## config.mk

```make
export PLATFORM = sky130hd
export DESIGN_NAME = row_stack_lock
export DESIGN_NICKNAME = d
export VERILOG_FILES = /design/src/rtl/row_stack_lock.sv
export SDC_FILE = /design/constraint.sdc
export NUM_CORES = 1
export LEC_CHECK = 0
export ABC_AREA = 1
export CORE_MARGIN = 2
export CORE_UTILIZATION = 40
export DETAILED_ROUTE_END_ITERATION = 16
export SLEW_MARGIN = 10
export SYNTH_ARGS = -nofsm -noshare
export SYNTH_HDL_FRONTEND = slang
export SYNTH_SLANG_ARGS = --single-unit
```

## constraint.sdc

```tcl
create_clock -name clk -period 7.23 [get_ports clk]
set_input_delay 1.0845 -clock clk [delete_from_list [all_inputs] [get_ports clk]]
set_output_delay 1.0845 -clock clk [all_outputs]
set_load 0.02 [all_outputs]
```

## src/rtl/row_stack_lock.sv

```systemverilog
// Stacker-game row commit: clips the shifter's frozen block against the row
// below, commits it into the stack and relaunches the shifter or ends the game.
module row_stack_lock #(
  parameter int                ROWS       = 8,
  parameter int                WIDTH      = 8,
  parameter logic [WIDTH-1:0]  INIT_BLOCK = 8'b00111000
) (
  input  logic                   clk,
  input  logic                   rst,
  input  logic                   rowDone,
  input  logic [WIDTH-1:0]       rowBlock,
  input  logic                   newGame,
  output logic                   nextStart,
  output logic [WIDTH-1:0]       nextBlock,
  output logic [2:0]             rowIndex,
  output logic [ROWS*WIDTH-1:0]  stack,
  output logic [6:0]             score,
  output logic [3:0]             trimmed,
  output logic                   gameOver,
  output logic                   gameWin
);

  typedef enum logic [2:0] {
    WAIT_ROW, CHECK, COMMIT, RELAUNCH, LOST, WON
  } stateT;

  stateT stateReg, stateNext;

  logic             rowDonePrevReg;
  logic [WIDTH-1:0] capReg;
  logic [2:0]       rowIndexReg;
  logic [6:0]       scoreReg;
  logic [3:0]       trimmedReg;
  logic [WIDTH-1:0] nextBlockReg;
  logic             nextStartReg;
  logic             gameOverReg;
  logic [WIDTH-1:0] stackRow [ROWS];

  logic             capEn, commitEn, lostEn, relaunchEn, reload;
  logic [WIDTH-1:0] below, overlap;

  function automatic logic [3:0] popCount(input logic [WIDTH-1:0] v);
    logic [3:0] c;
    c = '0;
    for (int i = 0; i < WIDTH; i++) c = c + {3'b000, v[i]};
    return c;
  endfunction

  // Row 0 sits on the floor, so anything it lands on is fully supported.
  always_comb begin
    below   = (rowIndexReg == 3'd0) ? '1 : stackRow[rowIndexReg - 3'd1];
    overlap = capReg & below;
  end

  always_ff @(posedge clk) begin
    if (rst) stateReg <= WAIT_ROW;
    else     stateReg <= stateNext;
  end

  always_comb begin
    stateNext  = stateReg;
    capEn      = 1'b0;
    commitEn   = 1'b0;
    lostEn     = 1'b0;
    relaunchEn = 1'b0;
    reload     = 1'b0;
    case (stateReg)
      WAIT_ROW: begin
        if (rowDone && !rowDonePrevReg) begin
          capEn     = 1'b1;
          stateNext = CHECK;
        end
      end
      CHECK:    stateNext = (overlap == '0) ? LOST : COMMIT;
      COMMIT: begin
        commitEn  = 1'b1;
        stateNext = (rowIndexReg == 3'(ROWS - 1)) ? WON : RELAUNCH;
      end
      RELAUNCH: begin
        // Hold start low until the shifter has dropped its stop flag.
        if (!rowDone) begin
          relaunchEn = 1'b1;
          stateNext  = WAIT_ROW;
        end
      end
      LOST: begin
        lostEn = 1'b1;
        if (newGame) begin
          reload    = 1'b1;
          stateNext = WAIT_ROW;
        end
      end
      WON: begin
        if (newGame) begin
          reload    = 1'b1;
          stateNext = WAIT_ROW;
        end
      end
      default:  stateNext = WAIT_ROW;
    endcase
  end

  always_ff @(posedge clk) begin
    if (rst || reload) begin
      rowDonePrevReg <= 1'b1;
      capReg         <= '0;
      rowIndexReg    <= '0;
      scoreReg       <= '0;
      trimmedReg     <= '0;
      nextBlockReg   <= INIT_BLOCK;
      nextStartReg   <= 1'b1;
      gameOverReg    <= 1'b0;
    end else begin
      rowDonePrevReg <= rowDone;
      if (capEn) capReg <= rowBlock;
      if (commitEn) begin
        nextBlockReg <= overlap;
        scoreReg     <= scoreReg + {3'b000, popCount(overlap)};
        trimmedReg   <= popCount(capReg) - popCount(overlap);
        nextStartReg <= 1'b0;
        if (rowIndexReg != 3'(ROWS - 1)) rowIndexReg <= rowIndexReg + 3'd1;
      end
      if (relaunchEn) nextStartReg <= 1'b1;
      // Miss outputs are re-applied each LOST cycle; cap is frozen so they hold.
      if (lostEn) begin
        nextStartReg <= 1'b0;
        gameOverReg  <= 1'b1;
        trimmedReg   <= popCount(capReg);
      end
    end
  end

  generate
    for (genvar gi = 0; gi < ROWS; gi++) begin : gRow
      always_ff @(posedge clk) begin
        if (rst || reload)
          stackRow[gi] <= '0;
        else if (commitEn && rowIndexReg == 3'(gi))
          stackRow[gi] <= overlap;
      end
      assign stack[WIDTH*gi +: WIDTH] = stackRow[gi];
    end
  endgenerate

  assign nextStart = nextStartReg;
  assign nextBlock = nextBlockReg;
  assign rowIndex  = rowIndexReg;
  assign score     = scoreReg;
  assign trimmed   = trimmedReg;
  assign gameOver  = gameOverReg;
  assign gameWin   = (stateReg == WON);

endmodule

```

==> reports/metrics.csv <==
stage;metric;value;unit
outcome;run_status;finished, final reports clean;
clock_tree;cts_hold_buffers;0;
setup_path;cpMaxStageDelayCell;sky130_fd_sc_hd__ha_1;
power_and_ir_drop;power.clock.fraction;24.4;%
yosys;synthesis.yosys.warnings;0;
setup_path;worst-path-max-fanout;38;
sta;final_max_slew_viols;0;
setup_path;cp_data_required_time;7470;ps
hold_path;hold_path_startpoint;nextStart;
placed_design;place.detailed.hpwl;10.4;mm
setup_path;most_repeated_library_cell_on_the_critical_path;sky130_fd_sc_hd__fa_1;
routing;route.detailed.vias_per_inst;5.20;
hold_path;hold_path_class;flip-flop to flip-flop;
sta;hold_viol_final;0;
placed_design;buffer_ports.inserted;100;
yosys;yosysTopAreaCell;sky130_fd_sc_hd__edfxtp_1;
sta;timing.hold.ws;462;ps
routing;route.detailed.wl_per_inst;17.4;um
yosys;post_synth_fa_ha_maj_area_fraction;9.15;%
grt;grt_pass1_wl;22.6;mm
setup_path;slowest_delay;760;ps
routing;drt-initial-drc-count;404;
cells_and_area;layout-drive-gt1-share;6.91;%
cells_and_area;final_nets;690;
hold_path;hold_depth;2;
power_and_ir_drop;post-layout-total-power;0.00223;W
setup_path;worst_r2r_startpoint;rowIndex[0];
routing;via_count;4283;
grt;grt_max_degree;39;
routing;drc;0;
grt;antenna_violations_before_repair;0;
floorplanning;io_pins;101;
grt;vias_in_the_first_global_route;4240;
clock_tree;cts-resized-gates;0;
floorplanning;rows;41;
power_and_ir_drop;power_switching;0.000857;W
yosys;postSynthNetCount;603;
sta;setup_violations;0;
sta;period_share;86.7;%
yosys;synth.cells.most_frequent;sky130_fd_sc_hd__nand2_1, sky130_fd_sc_hd__nor2_1, sky130_fd_sc_hd__edfxtp_1, sky130_fd_sc_hd__nand3_1, sky130_fd_sc_hd__inv_1;
setup_path;setup.reg_to_reg.worst_slack;960;ps
setup_path;arrival;6510;ps
yosys;synth-simple-area-share;23.0;%
setup_path;reg2regPathDepth;22;
routing;route.antenna.remaining_nets;0;
yosys;synth_compound_area_share;8.11;%
power_and_ir_drop;power.sequential.fraction;34.9;%
grt;groute.usage.overall;21.0;%
sta;final.setup.tns;0;ps
clock_tree;clk_latency;350;ps
power_and_ir_drop;cell_pwr_density;338;nW/um^2
power_and_ir_drop;worst_ir_drop_vdd;172;uV
floorplanning;core;12700;um^2
yosys;synthFlopType;sky130_fd_sc_hd__edfxtp_1;
clock_tree;worst_setup_hold_path_clk_slew;70;ps
clock_tree;postCtsSetupRepairBufs;0;
sta;worstMarginPinSlew;770;ps
cells_and_area;fin_area;6580;um^2
yosys;share_of_flip_flops_with_an_asynchronous_set_or_reset_after_synthesis;0;%
clock_tree;clock-root-buffer;sky130_fd_sc_hd__clkbuf_16;
placed_design;gp_routability_congestion;0.916;
sta;worst_clock_skew;11.5;ps
routing;postRouteWirelength;14.3;mm
floorplanning;die_width;118;um
yosys;synth_cell_type_count;36;
clock_tree;cts.sink_count;100;
clock_tree;cts_made_buffers;9;
yosys;synth_edf_count;64;
yosys;netlist.area_leader.share;37.0;%
setup_path;critical_path.cell_chain;buf_4, inv_4, ha_1, clkinv_2, nand3_1, nand3_1, nand3_1, nand2_1, fa_1, fa_1, fa_1, inv_1, ha_1, inv_1, fa_1, fa_1, o21ai_0, nand2_1, nor2_1, nand2_1, o21ai_0, a21oi_1;
power_and_ir_drop;power_report.internal_total;0.00137;W
sta;fin_crit;6270;ps
yosys;synthCells;559;
yosys;main_combinational_cell_family_by_area_after_synthesis;simple AND/OR/NAND/NOR gates;
cells_and_area;antenna_cells_inserted;0;
yosys;synthXorXnorAreaFrac;1.01;%
yosys;synth_area_leaders;sky130_fd_sc_hd__edfxtp_1, sky130_fd_sc_hd__dfxtp_1, sky130_fd_sc_hd__nand2_1;
grt;overflow;0;
yosys;yosys-mux-area-fraction;0;%
yosys;syn-mean-instance-area;9.30;um^2
floorplanning;initial_utilization;41.0;%
setup_path;regToRegEndpoint;score[6];
power_and_ir_drop;switching_share;38.5;%
flow_run;max_cap_viol_count;0;
yosys;synth_area;5200;um^2
yosys;synth_seq_cells;100;
floorplanning;die_y;118;um
setup_path;timing_worst_setup_path_type;flip-flop to flip-flop;
yosys;yosysSeqAreaShare;50.8;%
clock_tree;tritoncts;yes;
setup_path;crit_path_start_kind;flip-flop;
cells_and_area;fillers;1185;
routing;drt_first_pass_iters;5;
hold_path;worst_hold_path_endpoint;nextStart;
placed_design;post_dp_cell_area;6250;um^2
yosys;synth.most_common_cell;sky130_fd_sc_hd__nand2_1;
power_and_ir_drop;leakage;2.61;nW
sta;setup_repair_after_global_routing_missed_its_margin;false;
floorplanning;die_outline_area;13900;um^2
clock_tree;buffer_depth_of_the_longest_clock_path;2;
setup_path;crit_path_end_kind;flip-flop;
clock_tree;htreeDepth;3;
cells_and_area;area.growth.synth_to_final;26.6;%
sta;maxSlewHeadroom;48.3;%
sta;maximum_clock_frequency;0.160;GHz
power_and_ir_drop;combPwrFrac;40.7;%
sequential cells by signal, summed over array words and instances (netlist names):
| name | count |
|---|---|
| gameOver | 1 |
| nextBlock | 8 |
| stateReg | 3 |
| nextStart | 1 |
| score | 7 |
| capReg | 8 |
| trimmed | 4 |
| rowIndex | 3 |
| stackRow | 64 |
| rowDonePrevReg | 1 |
cell type report:
class	instances	area, um^2	area share (%)
clock buffer	10	229	3.48
clock inverter	6	103	1.56
inverter	57	225	3.42
multi-input combinational	375	2140	32.6
sequential	100	2640	40.2
tap	172	215	3.27
timing repair buffer	103	1020	15.6
stage by stage:
step,cells,util [%],setup WS (ps)
after floorplan,559,-,1880
after global placement,807,49.3,1170
after detailed placement,807,49.3,1010
after CTS,823,51.9,957
after global routing,823,51.9,470
final,823,51.9,961
cells in the final DEF, fill, tap and decap left out, types with 3 or more instances in the layout:
cell type | synthesis | routed
sky130_fd_sc_hd__nand2_4 | 3 | 3
sky130_fd_sc_hd__nand4_2 | 4 | 4
sky130_fd_sc_hd__clkbuf_16 | 0 | 9
sky130_fd_sc_hd__inv_1 | 47 | 47
sky130_fd_sc_hd__nand3_1 | 56 | 56
sky130_fd_sc_hd__dfxtp_1 | 36 | 36
sky130_fd_sc_hd__nor3_1 | 3 | 3
sky130_fd_sc_hd__nor2_1 | 78 | 78
sky130_fd_sc_hd__inv_2 | 6 | 6
sky130_fd_sc_hd__fa_1 | 10 | 10
sky130_fd_sc_hd__o21ai_0 | 29 | 28
sky130_fd_sc_hd__nor2_2 | 3 | 3
sky130_fd_sc_hd__nand3_2 | 3 | 3
sky130_fd_sc_hd__clkdlybuf4s50_1 | 0 | 100
sky130_fd_sc_hd__ha_1 | 22 | 22
sky130_fd_sc_hd__xor2_1 | 6 | 6
sky130_fd_sc_hd__a221o_1 | 4 | 4
sky130_fd_sc_hd__buf_4 | 2 | 3
sky130_fd_sc_hd__a21oi_1 | 42 | 42
sky130_fd_sc_hd__bufinv_16 | 0 | 3
sky130_fd_sc_hd__edfxtp_1 | 64 | 64
sky130_fd_sc_hd__nand2_1 | 99 | 99
per-layer routing:
layer  global-route usage, %  wire length (um)
met4                    5.87               180
met1                    27.1              6170
met3                    5.52              1260
met5                       0                 0
met2                    34.7              6700
power groups by stage:
stage / Combinational, W / Clock, W / Sequential (W)
after floorplan: 0.000546 / 0 / 0.000853
after global placement: 0.000882 / 0 / 0.000789
after detailed placement: 0.000906 / 0 / 0.000788
after CTS: 0.000910 / 0.000549 / 0.000777
after global routing: 0.00101 / 0.000577 / 0.000787
final: 0.000907 / 0.000543 / 0.000777
cell families (layout without fill, tap and decap cells):
| group | Yosys count | after routing |
|---|---|---|
| simple gates | 258 | 258 |
| flops | 100 | 100 |
| xor+xnor | 6 | 6 |
| fa+ha+maj | 32 | 32 |
| buf+inv | 84 | 176 |
| compound gates | 79 | 79 |
worst max-delay path: cells and delay by family, from the launching register on:
kind	cells	cell delay [ps]
simple gates	7	910
buf+inv	5	1110
compound gates	3	430
fa+ha+maj	7	3390
flops	1	310
how the worst max path moves through the flow:
stage                     to         from  cells after the start  slack, ps
finish              score[6]  rowIndex[0]                     22        960
CTS                 score[6]  rowIndex[0]                     22        960
floorplan           score[6]  rowIndex[0]                     25       1880
global route        score[6]  rowIndex[0]                     25        470
detailed placement  score[6]  rowIndex[0]                     22       1010
global placement    score[6]  rowIndex[0]                     22       1170
Note: power is estimated with default switching activity, not from simulation.
